File: src/rtl/periph_bus_master_if.sv
// periph_bus_master_if: command/response valid-ready channels plus rd/wr peripheral bus
interface periph_bus_master_if #(
  parameter int CNT_W = 16
);
  logic             cmd_valid;
  logic             cmd_ready;
  logic [1:0]       cmd_op;
  logic [31:0]      cmd_addr;
  logic [31:0]      cmd_wdata;
  logic [31:0]      cmd_mask;
  logic [CNT_W-1:0] cmd_limit;
  logic             resp_valid;
  logic             resp_ready;
  logic [31:0]      resp_rdata;
  logic             resp_err;
  logic [CNT_W-1:0] resp_count;
  logic             rd;
  logic             wr;
  logic [31:0]      addr;
  logic [31:0]      wdata;
  logic [31:0]      rdata;
  modport master (
    input  cmd_valid, cmd_op, cmd_addr, cmd_wdata, cmd_mask, cmd_limit, resp_ready, rdata,
    output cmd_ready, resp_valid, resp_rdata, resp_err, resp_count, rd, wr, addr, wdata
  );
  modport slave (
    output cmd_valid, cmd_op, cmd_addr, cmd_wdata, cmd_mask, cmd_limit, resp_ready, rdata,
    input  cmd_ready, resp_valid, resp_rdata, resp_err, resp_count, rd, wr, addr, wdata
  );
endinterface

File: src/rtl/periph_bus_master.sv
// periph_bus_master: single-outstanding WRITE/READ/POLL initiator (clk, async active-low reset, bus = cmd/resp valid-ready + rd/wr/addr/wdata/rdata)
module periph_bus_master #(
  parameter int POLL_GAP = 4,
  parameter int CNT_W    = 16
) (
  input logic                 clk,
  input logic                 reset,
  periph_bus_master_if.master bus
);
  localparam int GW = POLL_GAP > 1 ? $clog2(POLL_GAP) : 1;
  typedef enum logic [2:0] {IDLE, WRITE, READ, GAP, RESP} state_t;
  state_t           state, state_nxt;
  logic             poll, acc, hit, last;
  logic [31:0]      mask;
  logic [CNT_W-1:0] lim;
  logic [GW-1:0]    gcnt;
  assign acc            = bus.cmd_valid && state == IDLE;
  assign hit            = (bus.rdata & mask) == (bus.wdata & mask);
  assign last           = !poll || hit || bus.resp_count + CNT_W'(1) == lim;
  assign bus.cmd_ready  = state == IDLE;
  assign bus.resp_valid = state == RESP;
  assign bus.rd         = state == READ;
  assign bus.wr         = state == WRITE && !bus.resp_err;
  always_ff @(posedge clk or negedge reset)
    if (!reset) state <= IDLE;
    else state <= state_nxt;
  always_comb begin
    state_nxt = state;
    case (state)
      IDLE:    state_nxt = !acc ? IDLE : bus.cmd_op inside {2'b01, 2'b10} ? READ : WRITE;
      WRITE:   state_nxt = RESP;
      READ:    state_nxt = last ? RESP : POLL_GAP == 0 ? READ : GAP;
      GAP:     state_nxt = gcnt == GW'(POLL_GAP - 1) ? READ : GAP;
      RESP:    state_nxt = bus.resp_ready ? IDLE : RESP;
      default: state_nxt = IDLE;
    endcase
  end
  always_ff @(posedge clk or negedge reset)
    if (!reset) begin
      poll           <= 1'b0;
      mask           <= '0;
      lim            <= '0;
      gcnt           <= '0;
      bus.addr       <= '0;
      bus.wdata      <= '0;
      bus.resp_rdata <= '0;
      bus.resp_err   <= 1'b0;
      bus.resp_count <= '0;
    end else if (acc) begin
      poll           <= bus.cmd_op == 2'b10;
      mask           <= bus.cmd_mask;
      lim            <= bus.cmd_limit == '0 ? CNT_W'(1) : bus.cmd_limit;
      bus.addr       <= bus.cmd_addr;
      bus.wdata      <= bus.cmd_wdata;
      bus.resp_rdata <= '0;
      bus.resp_err   <= &bus.cmd_op;
      bus.resp_count <= '0;
    end else if (state == READ) begin
      bus.resp_rdata <= bus.rdata;
      bus.resp_count <= bus.resp_count + CNT_W'(1);
      bus.resp_err   <= poll && !hit && last;
      gcnt           <= '0;
    end else if (state == GAP) begin
      gcnt <= gcnt + GW'(1);
    end
endmodule

File: src/flat_wrapper.sv
// flat-port wrapper written by rule: the top's interface ports become plain ports
module periph_bus_master_flat 
#(
  parameter int POLL_GAP = 4,
  parameter int CNT_W    = 16
)
  (clk, reset, bus_cmd_valid, bus_cmd_op, bus_cmd_addr, bus_cmd_wdata, bus_cmd_mask, bus_cmd_limit, bus_resp_ready, bus_rdata, bus_cmd_ready, bus_resp_valid, bus_resp_rdata, bus_resp_err, bus_resp_count, bus_rd, bus_wr, bus_addr, bus_wdata);
  periph_bus_master_if #(.CNT_W(CNT_W)) bus_i ();
  input logic clk;
  input logic reset;
  input wire logic [$bits(bus_i.cmd_valid)-1:0] bus_cmd_valid;
  input wire logic [$bits(bus_i.cmd_op)-1:0] bus_cmd_op;
  input wire logic [$bits(bus_i.cmd_addr)-1:0] bus_cmd_addr;
  input wire logic [$bits(bus_i.cmd_wdata)-1:0] bus_cmd_wdata;
  input wire logic [$bits(bus_i.cmd_mask)-1:0] bus_cmd_mask;
  input wire logic [$bits(bus_i.cmd_limit)-1:0] bus_cmd_limit;
  input wire logic [$bits(bus_i.resp_ready)-1:0] bus_resp_ready;
  input wire logic [$bits(bus_i.rdata)-1:0] bus_rdata;
  output wire logic [$bits(bus_i.cmd_ready)-1:0] bus_cmd_ready;
  output wire logic [$bits(bus_i.resp_valid)-1:0] bus_resp_valid;
  output wire logic [$bits(bus_i.resp_rdata)-1:0] bus_resp_rdata;
  output wire logic [$bits(bus_i.resp_err)-1:0] bus_resp_err;
  output wire logic [$bits(bus_i.resp_count)-1:0] bus_resp_count;
  output wire logic [$bits(bus_i.rd)-1:0] bus_rd;
  output wire logic [$bits(bus_i.wr)-1:0] bus_wr;
  output wire logic [$bits(bus_i.addr)-1:0] bus_addr;
  output wire logic [$bits(bus_i.wdata)-1:0] bus_wdata;
  assign bus_i.cmd_valid = bus_cmd_valid;
  assign bus_i.cmd_op = bus_cmd_op;
  assign bus_i.cmd_addr = bus_cmd_addr;
  assign bus_i.cmd_wdata = bus_cmd_wdata;
  assign bus_i.cmd_mask = bus_cmd_mask;
  assign bus_i.cmd_limit = bus_cmd_limit;
  assign bus_i.resp_ready = bus_resp_ready;
  assign bus_i.rdata = bus_rdata;
  assign bus_cmd_ready = bus_i.cmd_ready;
  assign bus_resp_valid = bus_i.resp_valid;
  assign bus_resp_rdata = bus_i.resp_rdata;
  assign bus_resp_err = bus_i.resp_err;
  assign bus_resp_count = bus_i.resp_count;
  assign bus_rd = bus_i.rd;
  assign bus_wr = bus_i.wr;
  assign bus_addr = bus_i.addr;
  assign bus_wdata = bus_i.wdata;
  periph_bus_master #(.POLL_GAP(POLL_GAP), .CNT_W(CNT_W)) u_core (.clk(clk), .reset(reset), .bus(bus_i));
endmodule
File: config.mk
export PLATFORM = sky130hd
export DESIGN_NAME = periph_bus_master_flat
export DESIGN_NICKNAME = d
export VERILOG_FILES = /design/src/rtl/periph_bus_master_if.sv /design/src/rtl/periph_bus_master.sv /design/src/flat_wrapper.sv
export SDC_FILE = /design/constraint.sdc
export NUM_CORES = 1
export LEC_CHECK = 0
export BUFFER_PORTS_ARGS = -buffer_cell sky130_fd_sc_hd__buf_2
export CAP_MARGIN = 5
export CORE_UTILIZATION = 30
export CTS_CLUSTER_DIAMETER = 30
export DETAILED_ROUTE_END_ITERATION = 16
export PLACE_DENSITY = 0.57
export SYNTH_ARGS = -nofsm -noshare
export SYNTH_HDL_FRONTEND = slang
export SYNTH_SLANG_ARGS = --single-unit
File: constraint.sdc
create_clock -name clk -period 4.82 [get_ports clk]
set_input_delay 0.241 -clock clk [delete_from_list [all_inputs] [get_ports clk]]
set_output_delay 0.241 -clock clk [all_outputs]
set_load 0.1 [all_outputs]
==> impl_results.md <==
- Total CTS buffers: 17
- Post-synth top area cell: dfrtp_1
- Routed vias/inst: 4.654
- Post-synth top cells: 421 x nand2_1, 167 x dfrtp_1, 45 x xor2_1, 39 x a21oi_1, 37 x clkbuf_1
- Worst path slowest cell: buf_2
- Clk slew on worst S/H paths: 70 ps
- CP Cell Sequence: nand2b_1 -> or2_2 -> inv_2 -> buf_4 -> buf_2
- Die height: 161.8 microns
- Die X: roughly 160 microns
- Worst EP required: 4580 ps
- Sequential area share after synthesis: 54.52%
- Min-Delay Endpoint: u_core.mask[26]
- Synth warn: 0
- CTS tree: done
- Root Buffer: clkbuf_16
- Crit path largest cell delay: 490 ps
- Post-Synth Simple-Gate Area: between 20% and 30%
- Worst Setup SP: u_core.state[2]
- Status: complete, no violations
- Setup crit end kind: output pin
- Worst-Margin Slew: just under 800 ps
- GPL Wtd Cong: between 0.8 and 0.9
- Final setup viols: 0
- First-pass GRT wire length: 38,340 microns
- # DRC: 0
- Max cap viols: 0
- Fin crit period: 2914 ps
- Synth Area per Inst: 8.651 sq um
- Fin cells: 1,545
- Critical R2R Capture: u_core.bus.resp_count[4]
- Max Root-Sink Buffers: 2
- Ports: 267
- Adder and majority cell fraction of the synthesized area: less than 1%
- Post-synthesis compound-gate area fraction: ~8.4%
- Most frequent cell after synthesis: nand2_1
- GR Util All Layers: 18.94%
- Setup Fix Bufs, Post-CTS: 0
- CTS Sinks: 167
- Via count: 7,191
- Share of cells above drive strength 1: 26.11%
- Setup TNS: 0 ps
- FFs w/ async S/R, synth: 100.0%
- Max-slew headroom: between 40% and 50%
- # rows: 58
- DP Area: 9243 sq um
- Mux cell area share after synthesis: 0%
- WS Path Type: register to output pin
- XOR/XNOR share of the synthesized area: 6.170%
- 1st-iter DRT viols: 365
- WL final: 24,500 microns
- Routed Antenna Nets: 0
- Largest net degree at the start of global routing: 85
- Post-synthesis cell count: 886
- Final Cell Area: 10,630 sq um
- Share of the synthesized area in the top cell type: approximately 55%
- R2R Path Start: u_core.state[0]
- Skew-Pair Late Insertion Delay: ~430 ps
- R2R Setup Slk: around 2300 ps
- Dpl ws: 2272 ps
- Starting Density: 30.53%
- Crit Path Max Fanout: 26
- Most used DFF post-synth: dfrtp_1
- Core area: 25,110 sq um
- Hpwl dp: 16,960 microns
- Initial antenna violation count: 1
- Final hold viol count: 0
- GRT overflow: 0
- Inst Count DP: 1,437
- H-tree levels: 4
- Die footprint: between 20,000 and 30,000 sq um
- Final Skew: 12.51 ps
- Startpoint types: register
- PortBufs: 266
- Layout area overhead: 38.69%
- FMAX: 343.2 MHz
- Vias in the first global route: 7,024
- Bufs and invs on worst path: 3
- Cells on worst reg2reg path: 5
- Hold Path Cell Cnt: 3
- Max-slew violations: 0
- Final setup margin: 1906 ps
- Fin crit share: 60.46%
- First-pass DRT Iterations: 4
- Routed length per placed instance: around 16 microns
- Dominant cells by area after synthesis: dfrtp_1 55%, nand2_1 21%, xor2_1 5.1%
- Yosys reg bits: around 170
- CP arrival: 2670 ps
- Library cells used by synthesis: between 50 and 60
- Synthesized net count: 1,040
- RSZ-0062 raised after global routing: no
- Final nets: between 1k and 1.5k
- HP Class: primary input to register
- Combinational family with the most area after synthesis: simple AND/OR/NAND/NOR gates
- HP Start: bus_cmd_mask[26]
- Mapped Area: 7665 sq um
- Worst path top cell family by delay: buffers and inverters
- Number of synthesized flops with an enable pin: 0
## cell families (layout without fill, tap and decap cells)
family / Yosys count / in the layout
AOI/OAI and AO/OA: 105 / 105
xor gates and xnor gates: 54 / 54
adders and majority gates: 4 / 4
buffers and inverters: 55 / 383
DFF: 167 / 167
other: 0 / 1
and+or+nand+nor: 501 / 501
## tightest hold or removal path, stage by stage
cell,delay [ps]
buf_2,70
nand2_1,40
nand2_1,50
## area by class of cell
cell class,count,area [sq um]
Fill cell,2557,14480
Sequential cell,167,4179
Multi-Input combinational cell,664,3249
Timing Repair Buffer,349,2151
Clock buffer,21,480.5
Tap cell,330,412.9
Clock inverter,10,143.9
Inverter,3,11.26
Antenna cell,1,2.502
## layout by cell type (no fill, tap or decap), types with 8 or more instances in the layout
master	instances
clkbuf_16	17
nand3_1	8
a22oi_1	16
buf_2	265
a21oi_1	39
nand2_1	420
dlygate4sd3_1	76
xnor2_1	9
o21ai_0	24
nor2_1	20
dfrtp_1	167
xor2_1	45
## worst max-delay path by stage
stage / cells past startpoint / endpoint / slack [ps]
after floorplan: 7 / u_core.bus.wdata[0] / 880
after global placement: 5 / u_core.bus.resp_count[3] / 2310
after detailed placement: 5 / u_core.bus.resp_count[4] / 2270
after CTS: 5 / bus_rd / 1850
after global routing: 5 / bus_rd / 1740
final: 5 / bus_rd / 1910
## per-layer routing
layer / vias to the layer above / share of wire (%) / global-route usage [%]
met1: 3437 / 46 / 25.97
met5: - / 0 / 0
met4: 0 / 1.8 / 6.389
met3: 32 / 4.5 / 3.498
li1: 3506 / - / -
met2: 216 / 47 / 29.98
## metrics by stage
stage / hold WS, ps / utilization [%]
2_1_floorplan: -54.59 / -
3_3_place_gp: 367.3 / 36.81
3_5_place_dp: 375.0 / 36.81
4_1_cts: 0.2233 / 42.33
5_1_grt: 10.79 / 42.34
6_report: 14.63 / 42.34
## flip-flops by register name, summed over array words and instances, names as in the netlist
name                   count
u_core.bus.resp_err        1
u_core.bus.wdata          32
u_core.bus.addr           32
u_core.bus.resp_rdata     32
u_core.bus.resp_count     16
u_core.poll                1
u_core.gcnt                2
u_core.state               3
u_core.lim                16
u_core.mask               32
## timing repair
| action | CTS | global route |
|---|---|---|
| gates resized for setup | 0 | 0 |
| endpoints found under the hold margin | 157 | 0 |
| hold buffers | 76 | 0 |
Power is not shown: default switching activity piles up to over one toggle a cycle in this logic, so the estimate is an artifact.
